===== config.mk =====
export PLATFORM = sky130hd
export DESIGN_NAME = bounded_queue_ingress
export DESIGN_NICKNAME = d
export VERILOG_FILES = /design/src/rtl/bq_pkg.sv /design/src/rtl/bq_wrap_ptr.sv /design/src/rtl/bounded_queue_ingress.sv
export SDC_FILE = /design/constraint.sdc
export NUM_CORES = 1
export LEC_CHECK = 0
export CAP_MARGIN = 20
export CORE_MARGIN = 8
export CORE_UTILIZATION = 58
export CTS_CLUSTER_DIAMETER = 150
export DETAILED_ROUTE_END_ITERATION = 16
export GPL_ROUTABILITY_DRIVEN = 0
export PLACE_DENSITY = 0.89
export SLEW_MARGIN = 20
export SYNTH_ARGS = -nofsm -noshare
export SYNTH_HDL_FRONTEND = slang
export SYNTH_SLANG_ARGS = --single-unit

===== constraint.sdc =====
create_clock -name clk -period 3.9 [get_ports clk]
set_input_delay 0.39 -clock clk [delete_from_list [all_inputs] [get_ports clk]]
set_output_delay 0.39 -clock clk [all_outputs]
set_load 0.03 [all_outputs]

===== src/rtl/bq_pkg.sv =====
// Shared constants and types for the bounded-queue ingress stage.
package bq_pkg;

    localparam int BQ_DATA_W = 8;
    localparam int BQ_DEPTH  = 11;
    localparam int BQ_CNT_W  = 4;
    localparam int BQ_DROP_W = 8;

    typedef logic [BQ_DATA_W-1:0] bq_sample_t;
    typedef logic [BQ_CNT_W-1:0]  bq_idx_t;

endpackage


===== src/rtl/bq_wrap_ptr.sv =====
// Queue pointer that steps by one on inc and returns to 0 after DEPTH-1
// (not a power-of-two wrap).
module bq_wrap_ptr
    import bq_pkg::*;
#(
    parameter int DEPTH = BQ_DEPTH,
    parameter int CNT_W = BQ_CNT_W
) (
    input  logic             clk,
    input  logic             rst,
    input  logic             inc,
    output logic [CNT_W-1:0] ptr
);

    logic [CNT_W-1:0] ptr_q;
    logic [CNT_W-1:0] ptr_d;

    // Next pointer value with explicit wrap at the last storage index.
    always_comb begin
        ptr_d = ptr_q;
        if (inc) begin
            if (ptr_q == CNT_W'(DEPTH - 1)) begin
                ptr_d = {CNT_W{1'b0}};
            end else begin
                ptr_d = ptr_q + {{(CNT_W-1){1'b0}}, 1'b1};
            end
        end else begin
            ptr_d = ptr_q;
        end
    end

    // Pointer register with synchronous active-low reset.
    always_ff @(posedge clk) begin
        if (!rst) begin
            ptr_q <= {CNT_W{1'b0}};
        end else begin
            ptr_q <= ptr_d;
        end
    end

    assign ptr = ptr_q;

endmodule


===== src/rtl/bounded_queue_ingress.sv =====
// Bounded first-word-fall-through FIFO with valid/ready on both sides,
// occupancy, high-water mark and a saturating refused-sample counter.
module bounded_queue_ingress
    import bq_pkg::*;
#(
    parameter int DATA_W = BQ_DATA_W,
    parameter int DEPTH  = BQ_DEPTH,
    parameter int CNT_W  = BQ_CNT_W,
    parameter int DROP_W = BQ_DROP_W
) (
    input  logic              clk,
    input  logic              rst,
    input  logic              in_valid,
    input  logic [DATA_W-1:0] in_data,
    output logic              in_ready,
    output logic              out_valid,
    output logic [DATA_W-1:0] out_data,
    input  logic              out_ready,
    output logic [CNT_W-1:0]  count,
    output logic [CNT_W-1:0]  high_water,
    output logic [DROP_W-1:0] drop_cnt
);

    logic [DATA_W-1:0] mem_q [0:DEPTH-1];

    logic [CNT_W-1:0]  wr_ptr_s;
    logic [CNT_W-1:0]  rd_ptr_s;
    logic [CNT_W-1:0]  count_q;
    logic [CNT_W-1:0]  count_d;
    logic [CNT_W-1:0]  hw_q;
    logic [CNT_W-1:0]  hw_d;
    logic [DROP_W-1:0] drop_q;
    logic [DROP_W-1:0] drop_d;
    logic              push_s;
    logic              pop_s;

    // in_ready looks only at registered occupancy, never at out_ready.
    assign in_ready  = (count_q != CNT_W'(DEPTH));
    assign out_valid = (count_q != {CNT_W{1'b0}});
    assign push_s    = in_valid & in_ready;
    assign pop_s     = out_valid & out_ready;

    assign out_data  = out_valid ? mem_q[rd_ptr_s] : {DATA_W{1'b0}};

    bq_wrap_ptr #(
        .DEPTH (DEPTH),
        .CNT_W (CNT_W)
    ) u_wr_ptr (
        .clk (clk),
        .rst (rst),
        .inc (push_s),
        .ptr (wr_ptr_s)
    );

    bq_wrap_ptr #(
        .DEPTH (DEPTH),
        .CNT_W (CNT_W)
    ) u_rd_ptr (
        .clk (clk),
        .rst (rst),
        .inc (pop_s),
        .ptr (rd_ptr_s)
    );

    // Occupancy next state from the push/pop pair.
    always_comb begin
        count_d = count_q;
        case ({push_s, pop_s})
            2'b10:   count_d = count_q + {{(CNT_W-1){1'b0}}, 1'b1};
            2'b01:   count_d = count_q - {{(CNT_W-1){1'b0}}, 1'b1};
            default: count_d = count_q;
        endcase
    end

    // Peak tracks the post-update occupancy every cycle.
    always_comb begin
        hw_d = hw_q;
        if (count_d > hw_q) begin
            hw_d = count_d;
        end else begin
            hw_d = hw_q;
        end
    end

    // A sample offered while full is refused and counted, saturating at all-ones.
    always_comb begin
        drop_d = drop_q;
        if (in_valid && !in_ready && (drop_q != {DROP_W{1'b1}})) begin
            drop_d = drop_q + {{(DROP_W-1){1'b0}}, 1'b1};
        end else begin
            drop_d = drop_q;
        end
    end

    // Status registers with synchronous active-low reset.
    always_ff @(posedge clk) begin
        if (!rst) begin
            count_q <= {CNT_W{1'b0}};
            hw_q    <= {CNT_W{1'b0}};
            drop_q  <= {DROP_W{1'b0}};
        end else begin
            count_q <= count_d;
            hw_q    <= hw_d;
            drop_q  <= drop_d;
        end
    end

    // Sample storage is deliberately not cleared; writes are blocked during reset.
    always_ff @(posedge clk) begin
        if (rst && push_s) begin
            mem_q[wr_ptr_s] <= in_data;
        end
    end

    assign count      = count_q;
    assign high_water = hw_q;
    assign drop_cnt   = drop_q;

endmodule

Word-level counts from Yosys, hierarchy flattened
Memory sizes are Yosys's and may differ from the RTL's. A register that Yosys moved wholly into a read port is not among the register bits.
Index checks and enable logic that the tools add are counted.
Word-level totals
  latch bits: 0
  bits in writable memories: 88
  logic and storage cells: 33
  register bits: 24
  bits of input ports: 12
  ROM bits: 0
  output and inout port bits: 26
  memories: 1
Memory list
  mem_q: depth 11, bits a word 8, read ports 1, clocked after Yosys merged registers in 1, write ports 1, RTL line bounded_queue_ingress.sv:24  | logic [DATA_W-1:0] mem_q [0:DEPTH-1];
Cells by class
  $add $sub $neg: 5
  multiplexer cells: 8
  eq/ne operators: 6
  multipliers: 0
  bitwise logic cells: 2
  shifts and indexed selects: 0
  $lt $le $gt $ge: 1
  divide/modulo/power cells: 0
  reduce and logical (&&, ||, !) cells: 5
Operators with widths (count)
  4-bit 2-to-1 mux: 4
  4-bit by 1-bit adder with 4-bit output (second input constant): 3
  8-bit by 1-bit adder with 8-bit output (second input constant): 1
  4-bit equality test (second input constant): 2
  8-bit 2-to-1 mux: 1
  8-bit inequality test (second input constant): 1
  4-bit case mux with 2 select lines: 1
  4-bit greater-than comparator: 1
  4-bit inequality test (second input constant): 1
  4-bit nonzero test: 1
  4-bit by 1-bit subtractor with 4-bit output (second input constant): 1
  1-bit logical AND: 3
  1-bit AND: 2
  2-bit by 1-bit equality test with 1-bit output (second input constant): 1
  2-bit equality test (second input constant): 1
  1-bit 2-to-1 mux: 2
  1-bit zero test: 1

Longest topological paths before layout
  depth after elaboration: 5
  gate-level depth with buffers: 18
  mapped depth without buffers: 16

By module
Synthesis repeated with hierarchy kept, for this count alone.
Unflattened totals
  cells, all modules: 331
  area, all modules: 4829.6 um^2
Modules (own cells, without submodules)
  bounded_queue_ingress: sequential area each 2962.8 um^2, instances 1, area an instance 4434.3 um^2, cells each 289
  bq_wrap_ptr: sequential area each 80.1 um^2, instances 2, area an instance 197.7 um^2, cells each 21

Least setup slack after synthesis
OpenSTA, ideal clock, no wires.
  kind: register -> register
  from: register count_q[2] (netlist: count[2])
  to: register hw_q[2] (netlist: high_water[2])
  slack: 0.279 ns
  period minus slack after synthesis: 3.621 ns
  data arrival time: 3.530 ns
  required time: 3.809 ns
  cell stages (with the launch flop): 19
  path buffers: 2
  path through: dfxtp_1 -> buf_4 -> and4b_4 -> inv_2 -> and2_4 -> buf_6 -> inv_4 -> ha_1 -> xor2_1 -> ha_1 -> a21oi_1 -> xor2_1 -> or3_1 -> nand2_1 -> ha_1 -> a211oi_1 -> and2_1 -> nor2_1 -> a311oi_1
On the way
  cells in the longest elaborated chain, start to end: 5
  elaborated cells between the ends (all ways): 10
  classes of those cells: add/sub: 2; order compare: 1; eq/ne: 3; mux: 1; bitwise: 2; reduce/logical: 1
Ends and longest elaborated chain
  start, declared: RTL line bounded_queue_ingress.sv:28  | logic [CNT_W-1:0] count_q;
  start signal, assigned: RTL line bounded_queue_ingress.sv:98  | count_q <= {CNT_W{1'b0}};
  start signal, assigned: RTL line bounded_queue_ingress.sv:102  | count_q <= count_d;
  4-bit inequality test (*): RTL line bounded_queue_ingress.sv:38  | assign in_ready = (count_q != CNT_W'(DEPTH));
  via in_ready: RTL line bounded_queue_ingress.sv:15  | output logic in_ready,
  1-bit AND (*): RTL line bounded_queue_ingress.sv:40  | assign push_s = in_valid & in_ready;
  2-bit by 1-bit equality test with 1-bit output or 2-bit equality test (tied branches): RTL line bounded_queue_ingress.sv:68  | case ({push_s, pop_s})
  4-bit case mux with 2 select lines (*): RTL line bounded_queue_ingress.sv:68
  via count_d[2]: RTL line bounded_queue_ingress.sv:29  | logic [CNT_W-1:0] count_d;
  4-bit greater-than comparator: RTL line bounded_queue_ingress.sv:78  | if (count_d > hw_q) begin
  end signal, assigned: RTL line bounded_queue_ingress.sv:99  | hw_q <= {CNT_W{1'b0}};
  end signal, assigned: RTL line bounded_queue_ingress.sv:103  | hw_q <= hw_d;
  end, declared: RTL line bounded_queue_ingress.sv:30  | logic [CNT_W-1:0] hw_q;
The timed path passes the listed nets; every way through them passes the cells marked *.
A chain may end at the register's enable or synchronous reset.

Worst setup path after layout
  from: register count_q[0] (netlist: count[0])
  to: register hw_q[3] (netlist: high_water[3])
On the way
  cells in the longest elaborated chain, start to end: 5
  elaborated cells between the ends (all ways): 10
  classes of those cells: add/sub: 2; order compare: 1; eq/ne: 3; mux: 1; bitwise: 2; reduce/logical: 1
Ends and longest elaborated chain (RTL line)
  4-bit inequality test or 4-bit nonzero test (tied branches): bounded_queue_ingress.sv:38, bounded_queue_ingress.sv:39
  1-bit AND (on tied branches): bounded_queue_ingress.sv:40, bounded_queue_ingress.sv:41
  2-bit by 1-bit equality test with 1-bit output or 2-bit equality test (tied branches): bounded_queue_ingress.sv:68
  4-bit case mux with 2 select lines (*): bounded_queue_ingress.sv:68
  via count_d[2]: bounded_queue_ingress.sv:29
  4-bit greater-than comparator (*): bounded_queue_ingress.sv:78
Marks and branches as above.

==> summary.md <==
| Metric | Value |
|---|---|
| Detailed-route wire length | `10,450 um` |
| Final Cell Area | `0.005957 mm2` |
| Worst r2r path cells | `16` |
| Slew headroom | `42.48%` |
| Critical path class | `flip-flop to flip-flop` |
| Die ar. | `0.01158 mm2` |
| CTS tree | `yes` |
| # Post-CTS Setup Buffers | `0` |
| Total Routing Usage GR | `19.21%` |
| Worst Path Arrival | `3.97 ns` |
| Reg-to-reg slack, setup | `0.34 ns` |
| Grt total ovfl | `0` |
| Critical path fanouts, max | `8` |
| Worst hold path startpoint | `u_rd_ptr.ptr[3]$_SDFFE_PN0N_` |
| Pin count of the biggest net entering global routing | `25` |
| Die Span Y | `107.6 um` |
| Initial DRC count | `172` |
| Vias | `3,121` |
| Root buffer cell | `clkbuf_8` |
| Top Metal Used | `met4` |
| Ys Warns | `0` |
| Total number of H-tree levels | `4` |
| Clock buffer depth | `2` |
| Syn Std Cell Area | `0.004866 mm2` |
| Final HPWL DP | `6514 um` |
| CTS buffer count | `17` |
| Cell Rows | `33` |
| Max-Cap Viols | `0` |
| Synth Register Bits | `116` |
| Worst IR Drop VDD | `0.0006258 V` |
| Hold depth | `2` |
| P per Cell Area | `737.8 mW/mm2` |
| Actual slew at the worst max-slew pin | `0.8597 ns` |
| Synth area leaders | `edfxtp_1, dfxtp_1, mux4_2` |
| Hold Slack | `0.5077 ns` |
| Initial Util | `59.52%` |
| First-pass GRT wire length | `16,560 um` |
| Post-CTS Hold Fix Bufs | `0` |
| Tcrit/Tclk final | `91.21%` |
| Initial antenna violation count | `0` |
| Area Growth Syn to Fin | `22.42%` |
| PortBufs | `37` |
| Critical Path RT | `4.31 ns` |
| Worst Setup End Kind | `flip-flop` |
| Clock skew | `0.004766 ns` |
| Clock transition at path regs | `0.05 ns` |
| Worst Setup SP | `count[0]$_SDFF_PN0_` |
| DP Area | `0.005324 mm2` |
| RSZ-0062 raised after global routing | `false` |
| Power after layout | `4395 uW` |
| Crit path max-delay family | `compound AO/OA/AOI/OAI gates` |
| Status | `complete, no violations` |
| Antenna cells | `0` |
| Final Max Slew Viols | `0` |
| CP Depth | `16` |
| Met1 Wirelength | `3993 um` |
| Unique masters post-synth | `48` |
| Setup TNS | `0 ns` |
| Post-layout util | `72.87%` |
| Die span in x | `107.6 um` |
| Largest stage delay on the critical path | `0.52 ns` |
| DRC Markers | `0` |
| Resized cells post-CTS | `0` |
| Seq/Total Area, Yosys | `65.83%` |
| Layout fillers | `522` |
| Crit-path cells | `and4b_4 -> inv_2 -> and2_4 -> inv_4 -> ha_1 -> xor2_1 -> ha_1 -> a21oi_1 -> xor2_1 -> o21ai_0 -> nand2_1 -> ha_1 -> a211oi_1 -> and2_1 -> nor2_1 -> a311oi_1` |
| Asr flop ratio synth | `0%` |
| Met2 WL post-DR | `5656 um` |
| CP startpoint kind | `flip-flop` |
| DR WL/cell | `20.77 um` |
| Highest clock rate | `0.2811 GHz` |
| Most used cell, CP | `ha_1` |
| Commonest cells in the netlist | `edfxtp_1, dfxtp_1, a21oi_1, nor2_1, a211oi_1` |
| Setup violations, final | `0` |
| Synthesized instance count | `340` |
| Leading area contributor after synthesis | `edfxtp_1` |
| Fraction of layout cells with a size suffix above 1 | `16.33%` |
| Hold crit path type | `flip-flop to flip-flop` |
| I/O pin cnt | `38` |
| Top_reg_cell synth | `edfxtp_1` |
| Vias in the first global route | `3,299` |
| Synth top area share | `54.31%` |
| Final hold vios | `0` |
| Slowest cell on crit path | `dfxtp_1` |
| Pre-antenna DRT Iters | `4` |
| DRT antenna net count | `0` |
| Bufs and invs on worst path | `2` |
| WL met3 | `612 um` |
| Tmin final | `3.557 ns` |
| Mean Syn Cell Area | `14.31 um2` |
| Count leader, synth | `edfxtp_1` |
| CORE AREA | `0.008175 mm2` |
| CTS sink cnt | `116` |
| Worst r2r src | `count[0]$_SDFF_PN0_` |
| Clock Latency Late Sink | `0.50 ns` |
| Final nets | `405` |
| Number of flops mapped to enable cells by yosys | `88` |
| Synth Net Count | `360` |
| LEAKAGE | `0.001973 uW` |
| DR vias/cell | `6.205` |
layer usage:
metal | track usage, % | vias up
met5 | 0 | -
met4 | 8.821 | 0
met3 | 6.168 | 17
met2 | 32.98 | 122
met1 | 21.20 | 1566
li1 | - | 1416
stage by stage:
| step | cells | setup slack [ns] |
|---|---|---|
| 2_1_floorplan | 340 | 0.2788 |
| 3_3_place_gp | 471 | 0.3557 |
| 3_5_place_dp | 471 | 0.2151 |
| 4_1_cts | 503 | 0.3311 |
| 5_1_grt | 503 | 0.02861 |
| 6_report | 503 | 0.3427 |
path summary, 6_finish.rpt:
| check | to |
|---|---|
| worst max-delay path | high_water[3]$_SDFFE_PN0N_ |
| worst min-delay path | flip-flop |
| worst max register to register | high_water[3]$_SDFFE_PN0N_ |
| worst min register to register | flip-flop |
registers in the layout, indices dropped and copies added, names as in the netlist, named ones only:
name,count
count,4
drop_cnt,8
high_water,4
mem_q,88
u_rd_ptr.ptr,4
u_wr_ptr.ptr,4
tightest hold or removal path: stages, from the launching register on:
cell and delay (ns):
dfxtp_1 0.32, nand2_1 0.06, a21oi_1 0.07
layout by cell type (no fill, tap or decap), drive strengths merged, types with 4 or more instances in the layout:
cell and n:
a211oi 17, a21oi 26, buf 6, bufinv 4, clkbuf 18, clkdlybuf4s50 37, clkinv 5, dfxtp 28
edfxtp 88, ha 8, inv 13, mux2i 11, mux4 16, nand2 9, nand3 12, nor2 25
nor2b 10, nor3 6, o21ai 12, or3 5, xor2 4
layout make-up:
| class | instances | area [um2] | area share (%) |
|---|---|---|---|
| clock inverters | 14 | 203.9 | 3.424 |
| well taps | 105 | 131.4 | 2.205 |
| multi-input cells | 196 | 1539 | 25.83 |
| repair buffers | 43 | 415.4 | 6.973 |
| flip-flops and latches | 116 | 3206 | 53.81 |
| clock buffers | 18 | 417.9 | 7.015 |
| inverters | 11 | 43.79 | 0.7351 |
power by group:
| group | switching, uW | leakage (uW) | total, uW | internal [uW] |
|---|---|---|---|---|
| clock network | 557 | 0.000292 | 1600 | 1040 |
| registers | 83.3 | 0.00102 | 1470 | 1390 |
| logic | 753 | 0.000659 | 1320 | 570 |
| total | 1390 | 0.00197 | 4400 | 3000 |
cell families after synthesis:
kind of cell	after synthesis	share of synthesized area [%]
fa+ha+maj	8	2.057
compound gates	69	8.948
xor+xnor	5	0.8999
flops	116	65.83
buf+inv	28	2.725
mux	28	9.900
simple gates	86	9.642
(Power assumes the default switching activity.)
